File: src/rtl/pwm_fader.sv
// Control stage ahead of the PWM: derives the step tick and walks the duty word
// toward a requested target, changing it only on PWM period boundaries.
module pwm_fader #(
    parameter int N        = 8,
    parameter int PRESCALE = 250,
    parameter int RATE_W   = 8
) (
    input  logic              clk,
    input  logic              rst,
    input  logic              ena,
    input  logic [N-1:0]      target,
    input  logic [RATE_W-1:0] rate,
    input  logic              target_valid,
    output logic              target_ready,
    output logic              step,
    output logic [N-1:0]      duty,
    output logic              period_end,
    output logic              busy
);

    localparam int            PW       = (PRESCALE > 1) ? $clog2(PRESCALE) : 1;
    localparam logic [PW-1:0] PRE_MAX  = PW'(PRESCALE - 1);
    localparam logic [N-1:0]  PCNT_MAX = {N{1'b1}};

    typedef enum logic [0:0] {
        IDLE = 1'b0,
        RAMP = 1'b1
    } state_t;

    state_t              state_r;
    state_t              state_nxt_s;
    logic [PW-1:0]       pre_r;
    logic [N-1:0]        pcnt_r;
    logic [N-1:0]        duty_r;
    logic [N-1:0]        duty_nxt_s;
    logic [N-1:0]        duty_move_s;
    logic [N-1:0]        tgt_r;
    logic [N-1:0]        tgt_nxt_s;
    logic [RATE_W-1:0]   rate_r;
    logic [RATE_W-1:0]   rate_nxt_s;
    logic [RATE_W-1:0]   rcnt_r;
    logic [RATE_W-1:0]   rcnt_nxt_s;
    logic [RATE_W-1:0]   rcnt_inc_s;
    logic                step_s;
    logic                period_end_s;
    logic                xfer_s;

    // PRESCALE=1 collapses to step=ena because PRE_MAX is then zero
    assign step_s       = ena & (pre_r == PRE_MAX);
    assign period_end_s = step_s & (pcnt_r == PCNT_MAX);
    assign xfer_s       = target_valid & (state_r == IDLE);
    assign rcnt_inc_s   = rcnt_r + RATE_W'(1);

    assign step         = step_s;
    assign period_end   = period_end_s;
    assign duty         = duty_r;
    assign busy         = (state_r == RAMP);
    assign target_ready = (state_r == IDLE);

    // Prescaler: counts enabled cycles, wrapping on the step tick
    always_ff @(posedge clk or negedge rst) begin
        if (!rst) begin
            pre_r <= {PW{1'b0}};
        end else if (step_s) begin
            pre_r <= {PW{1'b0}};
        end else if (ena) begin
            pre_r <= pre_r + PW'(1);
        end else begin
            pre_r <= pre_r;
        end
    end

    // Period tracker: shadows the downstream PWM counter, wraps naturally
    always_ff @(posedge clk or negedge rst) begin
        if (!rst) begin
            pcnt_r <= {N{1'b0}};
        end else if (step_s) begin
            pcnt_r <= pcnt_r + N'(1);
        end else begin
            pcnt_r <= pcnt_r;
        end
    end

    // One-unit move toward the latched target; never overshoots it
    always_comb begin
        duty_move_s = duty_r;
        if (tgt_r > duty_r) begin
            duty_move_s = duty_r + N'(1);
        end else if (tgt_r < duty_r) begin
            duty_move_s = duty_r - N'(1);
        end else begin
            duty_move_s = duty_r;
        end
    end

    // Fade FSM next-state: offers accepted in IDLE, progress only on period_end
    always_comb begin
        state_nxt_s = state_r;
        duty_nxt_s  = duty_r;
        tgt_nxt_s   = tgt_r;
        rate_nxt_s  = rate_r;
        rcnt_nxt_s  = rcnt_r;
        case (state_r)
            IDLE: begin
                if (xfer_s) begin
                    tgt_nxt_s  = target;
                    rate_nxt_s = rate;
                    rcnt_nxt_s = {RATE_W{1'b0}};
                    if (target != duty_r) begin
                        state_nxt_s = RAMP;
                    end else begin
                        state_nxt_s = IDLE;
                    end
                end else begin
                    state_nxt_s = IDLE;
                end
            end
            RAMP: begin
                if (period_end_s) begin
                    if (rate_r == {RATE_W{1'b0}}) begin
                        duty_nxt_s  = tgt_r;
                        rcnt_nxt_s  = {RATE_W{1'b0}};
                        state_nxt_s = IDLE;
                    end else if (rcnt_inc_s == rate_r) begin
                        rcnt_nxt_s = {RATE_W{1'b0}};
                        duty_nxt_s = duty_move_s;
                        if (duty_move_s == tgt_r) begin
                            state_nxt_s = IDLE;
                        end else begin
                            state_nxt_s = RAMP;
                        end
                    end else begin
                        rcnt_nxt_s  = rcnt_inc_s;
                        state_nxt_s = RAMP;
                    end
                end else begin
                    state_nxt_s = RAMP;
                end
            end
            default: begin
                state_nxt_s = IDLE;
            end
        endcase
    end

    // Fade FSM state and datapath registers; reset abandons any ramp
    always_ff @(posedge clk or negedge rst) begin
        if (!rst) begin
            state_r <= IDLE;
            duty_r  <= {N{1'b0}};
            tgt_r   <= {N{1'b0}};
            rate_r  <= {RATE_W{1'b0}};
            rcnt_r  <= {RATE_W{1'b0}};
        end else begin
            state_r <= state_nxt_s;
            duty_r  <= duty_nxt_s;
            tgt_r   <= tgt_nxt_s;
            rate_r  <= rate_nxt_s;
            rcnt_r  <= rcnt_nxt_s;
        end
    end

endmodule

File: config.mk
export PLATFORM = sky130hd
export DESIGN_NAME = pwm_fader
export DESIGN_NICKNAME = d
export VERILOG_FILES = /design/src/rtl/pwm_fader.sv
export SDC_FILE = /design/constraint.sdc
export NUM_CORES = 1
export LEC_CHECK = 0
export ABC_AREA = 1
export BUFFER_PORTS_ARGS = -buffer_cell sky130_fd_sc_hd__buf_4
export CELL_PAD_IN_SITES_DETAIL_PLACEMENT = 0
export CELL_PAD_IN_SITES_GLOBAL_PLACEMENT = 2
export CORE_AREA = 4 4 109 111
export CTS_BUF_LIST = sky130_fd_sc_hd__clkbuf_4 sky130_fd_sc_hd__clkbuf_8
export DETAILED_ROUTE_END_ITERATION = 8
export DIE_AREA = 0 0 113 115
export GPL_TIMING_DRIVEN = 0
export PLACE_DENSITY = 0.82
export REMOVE_ABC_BUFFERS = 1
export SYNTH_ARGS = -nofsm -noshare
export SYNTH_HDL_FRONTEND = slang
export SYNTH_SLANG_ARGS = --single-unit
File: constraint.sdc
create_clock -name clk -period 2.1 [get_ports clk]
set_input_delay 0.42 -clock clk [delete_from_list [all_inputs] [get_ports clk]]
set_output_delay 0.42 -clock clk [all_outputs]
set_load 0.1 [all_outputs]
==> flow_metrics.tcl, run 1 <==
set metrics [dict create \
    crit_family "simple AND/OR/NAND/NOR gates" \
    hold_path.class "in -> async" \
    crit_fanout 7 \
    synth_area_leaders "dfrtp_1 37%, nand2_1 20%, inv_1 6.5%" \
    io_buffer_count 31 \
    p_sw_share_pct 35.3 \
    netlist_area_um2 3310 \
    ir_drop_mv 0.355 \
    pwr_density_cell_nw_per_um2 665 \
    grt_use_total_pct 14.4 \
    hold_viol 0 \
    synth_top_area_share_pct 37.0 \
    crit_type "reg -> reg" \
    synth_top_area_cell "dfrtp_1" \
    grt_pass1_wl_um 15000 \
    violations "negative setup slack" \
    power_frac_comb_pct 32.1 \
    drive_gt1_share_pct 32.0 \
    gp_congestion 0.792 \
    dpl.hpwl_um 6030 \
    rsz0062_at_grt "yes" \
    grt_start_max_net_pins 50 \
    ys_async_sr_fraction_pct 100 \
    p_leak_nw 2.25 \
    clk_pin_slew_worst_paths_ns 0.11 \
    relSlewSlack_pct 55.6 \
    critPathMaxStageDelay_ns 0.44 \
    critPathArrivalTime_ns 2.42 \
    final_cells 697 \
    outcome "finished with violations" \
    report.power.total_mw 3.00 \
    htree_levels 2 \
    pwr-share-seq_pct 42.9 \
    drt-initial-drc-count 104 \
    drv_slew 0 \
    initial_core_util_pct 30.7 \
    p_int_mw 1.94 \
    synth.most_common_cell "nand2_1" \
    ys_warn_count 0 \
    first_pass_iters 4 \
    yosys-top-cells-count "180 x nand2_1, 57 x inv_1, 49 x dfrtp_1" \
    synth_flop_cell "dfrtp_1" \
    end_kind "flip-flop" \
    syn_inst 472 \
    period_share_pct 105 \
    critical_path.cell_chain "inv_4 -> ha_4 -> a21oi_2 -> nor2_2 -> nor2_4 -> nand2_4 -> buf_12 -> o21ai_2 -> nand2_1 -> nand2_1 -> nand2_1 -> nand2_1 -> nand2_1 -> nor2_2 -> nand2_1 -> nand2_1 -> nand2_1 -> nand2_1 -> nand2_1" \
    synth_edf_count 0 \
    cp_num_buf_inv 2 \
    ys_ff_latch 49 \
    cts-root-buf "clkbuf_8" \
    synth.avg_cell_area_um2 7.02 \
    area_delta_synth_final_pct 36.2 \
    clock_power_share_pct 25.0 \
    worst_path_max_delay_cell "dfrtp_2" \
    cts.sinks 49 \
    seq_area_frac_synth_pct 37.0 \
    post-place-cells 633 \
    synth_cell_type_count 33 \
    start_kind "flip-flop" \
    post-route-min-period_ns 2.21 \
    clk_latency_ns 0.32 \
    ioPinCount 32 \
    die_area_um2 13000 \
    wl_per_cell_um 13.0 \
    drc 0 \
    fin_skew_ns 0.00752 \
    cts_buffers 5 \
    critPathRequiredTime_ns 2.31 \
    cts_tree "yes" \
    setup_slack_ns -0.105 \
    via_per_inst 4.65 \
    timing.fmax_mhz 453 \
    antenna_found_initial 0 \
    p_sw_mw 1.06 \
    finalSetupViolations 10 \
    antennaDiodeCount 0 \
    die-height_um 115 \
    worst_slew_pin_slew_ns 0.666 \
    crit_top_cell "nand2_1" \
    nets 590 \
    dr_total_vias 3238 \
    core_um2 10800 \
    fp-row-count 38 \
    ant_nets 0 \
    clockBufferDepth 2 \
    postCtsHoldBufs 0 \
    grt_pass1_vias 3133 \
    routed_wl_um 9050 \
    cap_violations 0 \
    overflow 0 \
    die_w_um 113 \
]
-- worst paths after layout --
path	from	end	slack, ns	cells past startpoint
max	duty[5]	busy	-0.11	19
min	rst	pre_r[6]	0.13	1
max reg2reg	duty[5]	busy	-0.11	19
min reg2reg	pcnt_r[3]	pcnt_r[3]	0.48	1
max in group asynchronous	rst	duty[3]	1.49	1
min in group clk	rate[2]	rate_r[2]	0.29	3
-- sequential cells by signal, indices dropped and copies added, names as in the netlist --
register,cells
busy,1
pre_r,8
rate_r,8
pcnt_r,8
rcnt_r,8
duty,8
tgt_r,8
-- power by group through the flow --
stage	clock network, mW	registers (mW)	logic (mW)
after detailed placement	0	1.33	0.643
after floorplan	0	1.29	0.469
after global routing	0.824	1.31	1.10
after global placement	0	1.33	0.628
after CTS	0.784	1.28	0.886
final	0.751	1.29	0.963
-- cell usage in the layout (no fill, tap or decap), types with 5 or more instances in the layout --
cell and instances:
o211ai_1 7, ha_4 7, nand2_2 16, nand2_4 5
a21oi_1 5, o21ai_0 27, clkbuf_8 5, ha_1 5
inv_2 14, nor2_2 8, xor2_1 14, nand3_1 19
dfrtp_2 7, nor3_1 5, xnor2_1 6, dfrtp_1 42
buf_4 83, nor2_1 19, nand4_1 9, nand3b_1 5
nand3_2 6, nand2_1 163, inv_1 43
-- logic make-up (layout without fill, tap and decap cells) --
family,count (synthesis),count (layout),synth area share (%)
compound gates,53,53,9.48
xor+xnor,21,21,5.55
fa+ha+maj,14,14,5.29
buf+inv,70,155,8.35
flops,49,49,37.0
simple gates,265,265,34.3
-- routing by layer --
layer | share of wire, % | GRT usage (%)
met5 | 0 | 0
met4 | 1.1 | 3.69
met3 | 1.9 | 2.21
met2 | 49 | 25.1
met1 | 48 | 18.7
-- final cells by class --
| type | count | area (um^2) |
|---|---|---|
| clock buffer | 5 | 68.8 |
| multi-input combinational | 353 | 2060 |
| fill | 1115 | 6280 |
| tap | 140 | 175 |
| inverter | 60 | 231 |
| clock inverter | 3 | 50.0 |
| sequential | 49 | 1230 |
| timing repair buffer | 87 | 694 |
-- worst reg2reg max path, delay by kind of cell, from the launching register on --
kind | cells | cell delay (ns)
AO/OA/AOI/OAI | 2 | 0.24
AND/OR/NAND/NOR | 14 | 1.01
buffers and inverters | 2 | 0.22
adder cells (fa/ha/maj) | 1 | 0.19
flip-flops | 1 | 0.44
-- repair_timing --
item                       CTS  global route
setup endpoints to repair   19            18
pin swaps                   18            24
buffers inserted            48             8
resized for setup           61            24
-- metrics by stage --
step / instance area (um^2) / setup slack (ns) / hold slack (ns) / setup TNS, ns / util [%]
floorplan: 3260 / -1.17 / 0.124 / -24.34 / -
global route: 4510 / -0.312 / 0.170 / -2.28 / 41.8
global placement: 3670 / -1.23 / 0.459 / -11.49 / 34.0
finish: 4510 / -0.105 / 0.126 / -0.539 / 41.8
detailed placement: 3670 / -1.29 / 0.465 / -11.61 / 34.0
CTS: 4390 / -0.149 / 0.157 / -0.514 / 40.6
Power figures use the tool's default switching activity.
==> run 2, diff against run 1 <==
SKIP_LAST_GASP = 1   (was not set)
==> run 2 against run 1 <==
The flow still finishes with violations (negative setup slack). Flip-flop and latch count did not move. Via count did not move. Non-clock buffer count did not move. Cell area fell by 0.25%. Critical path depth fell by 3. Setup slack got worse by 0.0044 ns. Register-to-register slack barely moved. Count of clock-buffer cells in the layout did not move. Global-route usage barely moved. Total power barely moved. Wire length rose by 0.17%. Critical path type unchanged. Largest power group unchanged.
==> flow_metrics.tcl, run 2 (synthesized netlist as in run 1, its figures left out) <==
set metrics [dict create \
    outcome "finished with violations" \
    violations "negative setup slack" \
    drt-initial-drc-count 112 \
    htree_levels 2 \
    worst_hold_slack_ns 0.128 \
    nets 590 \
    ir_drop_mv 0.355 \
    fin_skew_ns 0.0101 \
    timing.rr.end "duty[6]" \
    grt_pass1_wl_um 15000 \
    drive_gt1_share_pct 32.0 \
    critPathMaxStageDelay_ns 0.40 \
    critical_path.cell_chain "ha_2 -> nand3_2 -> nor2_4 -> nand2_1 -> nand2_1 -> nand2_1 -> nand2_1 -> nand2_1 -> nor2_2 -> nand3_2 -> nand2_2 -> inv_2 -> nor3_4 -> buf_12 -> buf_4 -> o21ai_2" \
    relSlewSlack_pct 55.3 \
    initial_core_util_pct 30.7 \
    overflow 0 \
    crit_fanout 15 \
    routed_wl_um 9060 \
    wl_per_cell_um 13.0 \
    critPathRequiredTime_ns 2.31 \
    dpl.hpwl_um 6030 \
    gp_congestion 0.792 \
    cap_violations 0 \
    die_w_um 113 \
    final_cell_mix "163 x nand2_1, 84 x buf_4, 43 x inv_1, 42 x dfrtp_1, 28 x o21ai_0" \
    crit_top_cell "nand2_1" \
    reg2reg_depth 16 \
    cts.sinks 49 \
    hold_viol 0 \
    worst_path_max_delay_cell "dfrtp_1" \
    grt_pass1_vias 3133 \
    ant_nets 0 \
    report.power.total_mw 3.00 \
    crit_family "simple AND/OR/NAND/NOR gates" \
    cp-endpoint "duty[6]" \
    die_area_um2 13000 \
    via_per_inst 4.65 \
    final_cells 697 \
    clk_latency_ns 0.32 \
    area_delta_synth_final_pct 35.9 \
    period_share_pct 105 \
    first_pass_iters 4 \
    crit_start "rcnt_r[0]" \
    grt_use_total_pct 14.4 \
    worst_slew_pin_slew_ns 0.671 \
    post-route-min-period_ns 2.21 \
    die-height_um 115 \
    post-place-cells 633 \
    num-fill-cells 1116 \
    cp_num_buf_inv 3 \
    crit_type "reg -> reg" \
    final_common_cell "nand2_1" \
    finalSetupViolations 10 \
    pwr_density_cell_nw_per_um2 667 \
    drc 0 \
    antennaDiodeCount 0 \
    clk_pin_slew_worst_paths_ns 0.11 \
    dr_total_vias 3238 \
    timing.fmax_mhz 453 \
    io_buffer_count 31 \
    postCtsHoldBufs 0 \
    antenna_found_initial 0 \
    placed_cell_area_um2 3670 \
    grt_start_max_net_pins 50 \
    p_leak_nw 2.25 \
    post-route-cell-area_um2 4500 \
    core_um2 10800 \
    cp_num_cells 16 \
    hold_path.class "in -> async" \
    clockBufferDepth 2 \
    fp-row-count 38 \
    cts_tree "yes" \
    drv_slew 0 \
    end_kind "flip-flop" \
    rsz0062_at_grt "yes" \
    rrSetupSlack_ns -0.11 \
    setup_slack_ns -0.110 \
    cts_buffers 5 \
    worstReg2RegStart "rcnt_r[0]" \
    critPathArrivalTime_ns 2.42 \
    ioPinCount 32 \
    start_kind "flip-flop" \
    cts-root-buf "clkbuf_8" \
]
[run 2: layer usage]
| layer | track usage, % | part of all wire [%] | up-vias |
|---|---|---|---|
| li1 | - | - | 1671 |
| met1 | 18.7 | 48 | 1527 |
| met2 | 24.9 | 48 | 32 |
| met3 | 2.21 | 2.3 | 8 |
| met4 | 3.93 | 1.1 | 0 |
| met5 | 0 | 0 | - |
[run 2: how the worst min path moves through the flow]
stage | from | to | slack, ns | cells past startpoint
2_1_floorplan | rst | busy | 0.12 | 0
3_5_place_dp | pcnt_r[7] | pcnt_r[7] | 0.46 | 1
6_report | rst | pre_r[6] | 0.13 | 1
5_1_grt | rst | pre_r[3] | 0.17 | 1
4_1_cts | rst | pre_r[3] | 0.16 | 1
3_3_place_gp | pcnt_r[3] | pcnt_r[3] | 0.46 | 1
[run 2: power breakdown]
| group | total, mW | switching [mW] | leakage, nW | internal [mW] |
|---|---|---|---|---|
| logic | 0.963 | 0.511 | 1.61 | 0.452 |
| registers | 1.29 | 0.164 | 0.586 | 1.12 |
| clock network | 0.754 | 0.387 | 0.0603 | 0.366 |
[run 2: repair_timing]
action                     4_1_cts  5_1_grt
setup buffers                   48        8
pin swaps                       18       23
gates resized for setup         57       25
setup endpoints to repair       19       18
[run 2: final cells by class]
class	count	area, um^2	area share [%]
clock buffers	5	68.8	1.53
clock inverters	3	50.0	1.11
inverters	60	231	5.14
multi-input cells	353	2050	45.6
flip-flops and latches	49	1230	27.4
well taps	140	175	3.89
repair buffers	87	691	15.3
[run 2: per-stage QoR]
step	setup WS [ns]	setup TNS, ns	util (%)
floorplan	-1.17	-24.34	-
global placement	-1.23	-11.49	34.0
detailed placement	-1.29	-11.61	34.0
CTS	-0.149	-0.699	40.5
global route	-0.312	-2.57	41.7
finish	-0.110	-0.801	41.7
[run 2: worst register-to-register path, delay by kind of cell (launching register included)]
family	cells	cell delay, ns
AOI/OAI and AO/OA	1	0.05
adders and majority gates	1	0.22
buffers and inverters	3	0.37
DFF	1	0.40
and+or+nand+nor	11	1.05
==> run 3, diff against run 2 <==
GPL_TIMING_DRIVEN = not set   (was 0)
==> run 3 against run 2 <==
The flow still finishes with violations (negative setup slack). Combinational power is 9.2% lower. Maximum frequency is 0.41% lower. First-iteration DRC count is 9.8% higher. Via count is 1.1% lower. Core utilization is 1.0 points lower. Wire length is 2.8% lower. Cell count is 0.57% higher. Critical path type unchanged.
==> flow_metrics.tcl, run 3 (synthesized netlist as in run 1, its figures left out) <==
set metrics [dict create \
    start_kind "flip-flop" \
    drive_gt1_share_pct 26.9 \
    fp-row-count 38 \
    seqCellArea_um2 1230 \
    outcome "finished with violations" \
    via_per_inst 4.57 \
    fin_util_pct 40.7 \
    num-fill-cells 1113 \
    pwr_density_cell_nw_per_um2 619 \
    dpl.hpwl_um 6570 \
    cp_num_buf_inv 3 \
    worst_path_max_delay_cell "dfrtp_1" \
    post-route-min-period_ns 2.22 \
    multi_input_area_um2 1950 \
    crit_top_cell "nand2_1" \
    cts_buffers 5 \
    crit_fanout 7 \
    antennaDiodeCount 0 \
    wl_per_cell_um 12.6 \
    postCtsHoldBufs 0 \
    grt_pass1_wl_um 14800 \
    die_w_um 113 \
    core_um2 10800 \
    end_kind "flip-flop" \
    relSlewSlack_pct 56.4 \
    initial_core_util_pct 30.7 \
    io_buffer_count 31 \
    report.power.total_mw 2.72 \
    grt_use_total_pct 14.2 \
    crit_type "reg -> reg" \
    ant_nets 0 \
    timing.fmax_mhz 451 \
    overflow 0 \
    worst_slew_pin_slew_ns 0.654 \
    cts_tree "yes" \
    ioPinCount 32 \
    crit_family "simple AND/OR/NAND/NOR gates" \
    placed_cell_area_um2 4030 \
    setup_slack_ns -0.119 \
    die_area_um2 13000 \
    cap_violations 0 \
    rrSetupSlack_ns -0.12 \
    htree_levels 2 \
    rsz0062_at_grt "yes" \
    pre_cts_slack_ns -0.286 \
    critPathMaxStageDelay_ns 0.36 \
    period_share_pct 106 \
    grt_start_max_net_pins 50 \
    worst_hold_slack_ns 0.127 \
    drc 0 \
    dr_total_vias 3202 \
    clk_pin_slew_worst_paths_ns 0.10 \
    clk_latency_ns 0.32 \
    cts.sinks 49 \
    antenna_found_initial 0 \
    grt_pass1_vias 2999 \
    critical_path.cell_chain "inv_1 -> ha_1 -> nand2_1 -> nand2_1 -> nand2_1 -> nand2_1 -> nand2_2 -> nand2_4 -> buf_6 -> inv_2 -> nand2_1 -> nand2_1 -> nand2_1 -> nand2_1 -> nand2_1 -> nand2_1 -> nand2_1 -> nor2_1 -> nand2_1 -> nand2_1 -> nand2_1 -> nand2_1 -> nand2_1" \
    finalSetupViolations 1 \
    die-height_um 115 \
    hold_viol 0 \
    fin_tns_setup_ns -0.119 \
    drv_slew 0 \
    hold_path.class "in -> async" \
    violations "negative setup slack" \
    gp_congestion 0.806 \
    drt-initial-drc-count 123 \
    nets 595 \
    critPathArrivalTime_ns 2.42 \
    ir_drop_mv 0.332 \
    p_leak_nw 2.25 \
    clockBufferDepth 2 \
    fin_skew_ns 0.0177 \
    final_cells 701 \
    first_pass_iters 6 \
    area_delta_synth_final_pct 32.5 \
    final_cell_mix "169 x nand2_1, 86 x buf_4, 49 x inv_1, 46 x dfrtp_1, 26 x o21ai_0" \
    post-route-cell-area_um2 4390 \
    critPathRequiredTime_ns 2.30 \
    routed_wl_um 8810 \
    cts-root-buf "clkbuf_8" \
    post-place-cells 681 \
    final_common_cell "nand2_1" \
]
## run 3: final cells by class
class / instances / share of cell area, %
multi-input combinational: 353 / 44.5
sequential: 49 / 28.0
timing repair buffer: 92 / 16.4
inverter: 60 / 5.13
tap: 140 / 3.99
clock buffer: 5 / 1.57
clock inverter: 2 / 0.314
## run 3: power by group
group | internal, mW | switching [mW]
sequential | 1.12 | 0.145
clock | 0.231 | 0.345
combinational | 0.397 | 0.477
total | 1.75 | 0.967
## run 3: metal layers
metal  vias to the layer above  GRT usage (%)  part of all wire (%)
met5                         -              0                     0
met4                         0           4.09                   1.3
met3                         8           2.05                   2.6
met2                        37           23.3                    48
met1                      1480           19.4                    48
li1                       1677              -                     -
## run 3: worst paths after layout
kind	startpoint	to	cells after the start
max in group asynchronous	rst	rcnt_r[3]	1
min in group clk	rate[6]	rate_r[6]	3
worst min-delay path	rst	pre_r[3]	1
worst max-delay path	duty[1]	busy	23
worst min register to register	pcnt_r[3]	pcnt_r[3]	1
worst max register to register	duty[1]	busy	23
## run 3: timing repair
item | 4_1_cts | 5_1_grt
setup endpoints to repair | 10 | 18
pin swaps | 12 | 16
resized for setup | 27 | 29
setup buffers | 8 | 5
endpoints found under the hold margin | 0 | 0
gates cloned | 0 | 0
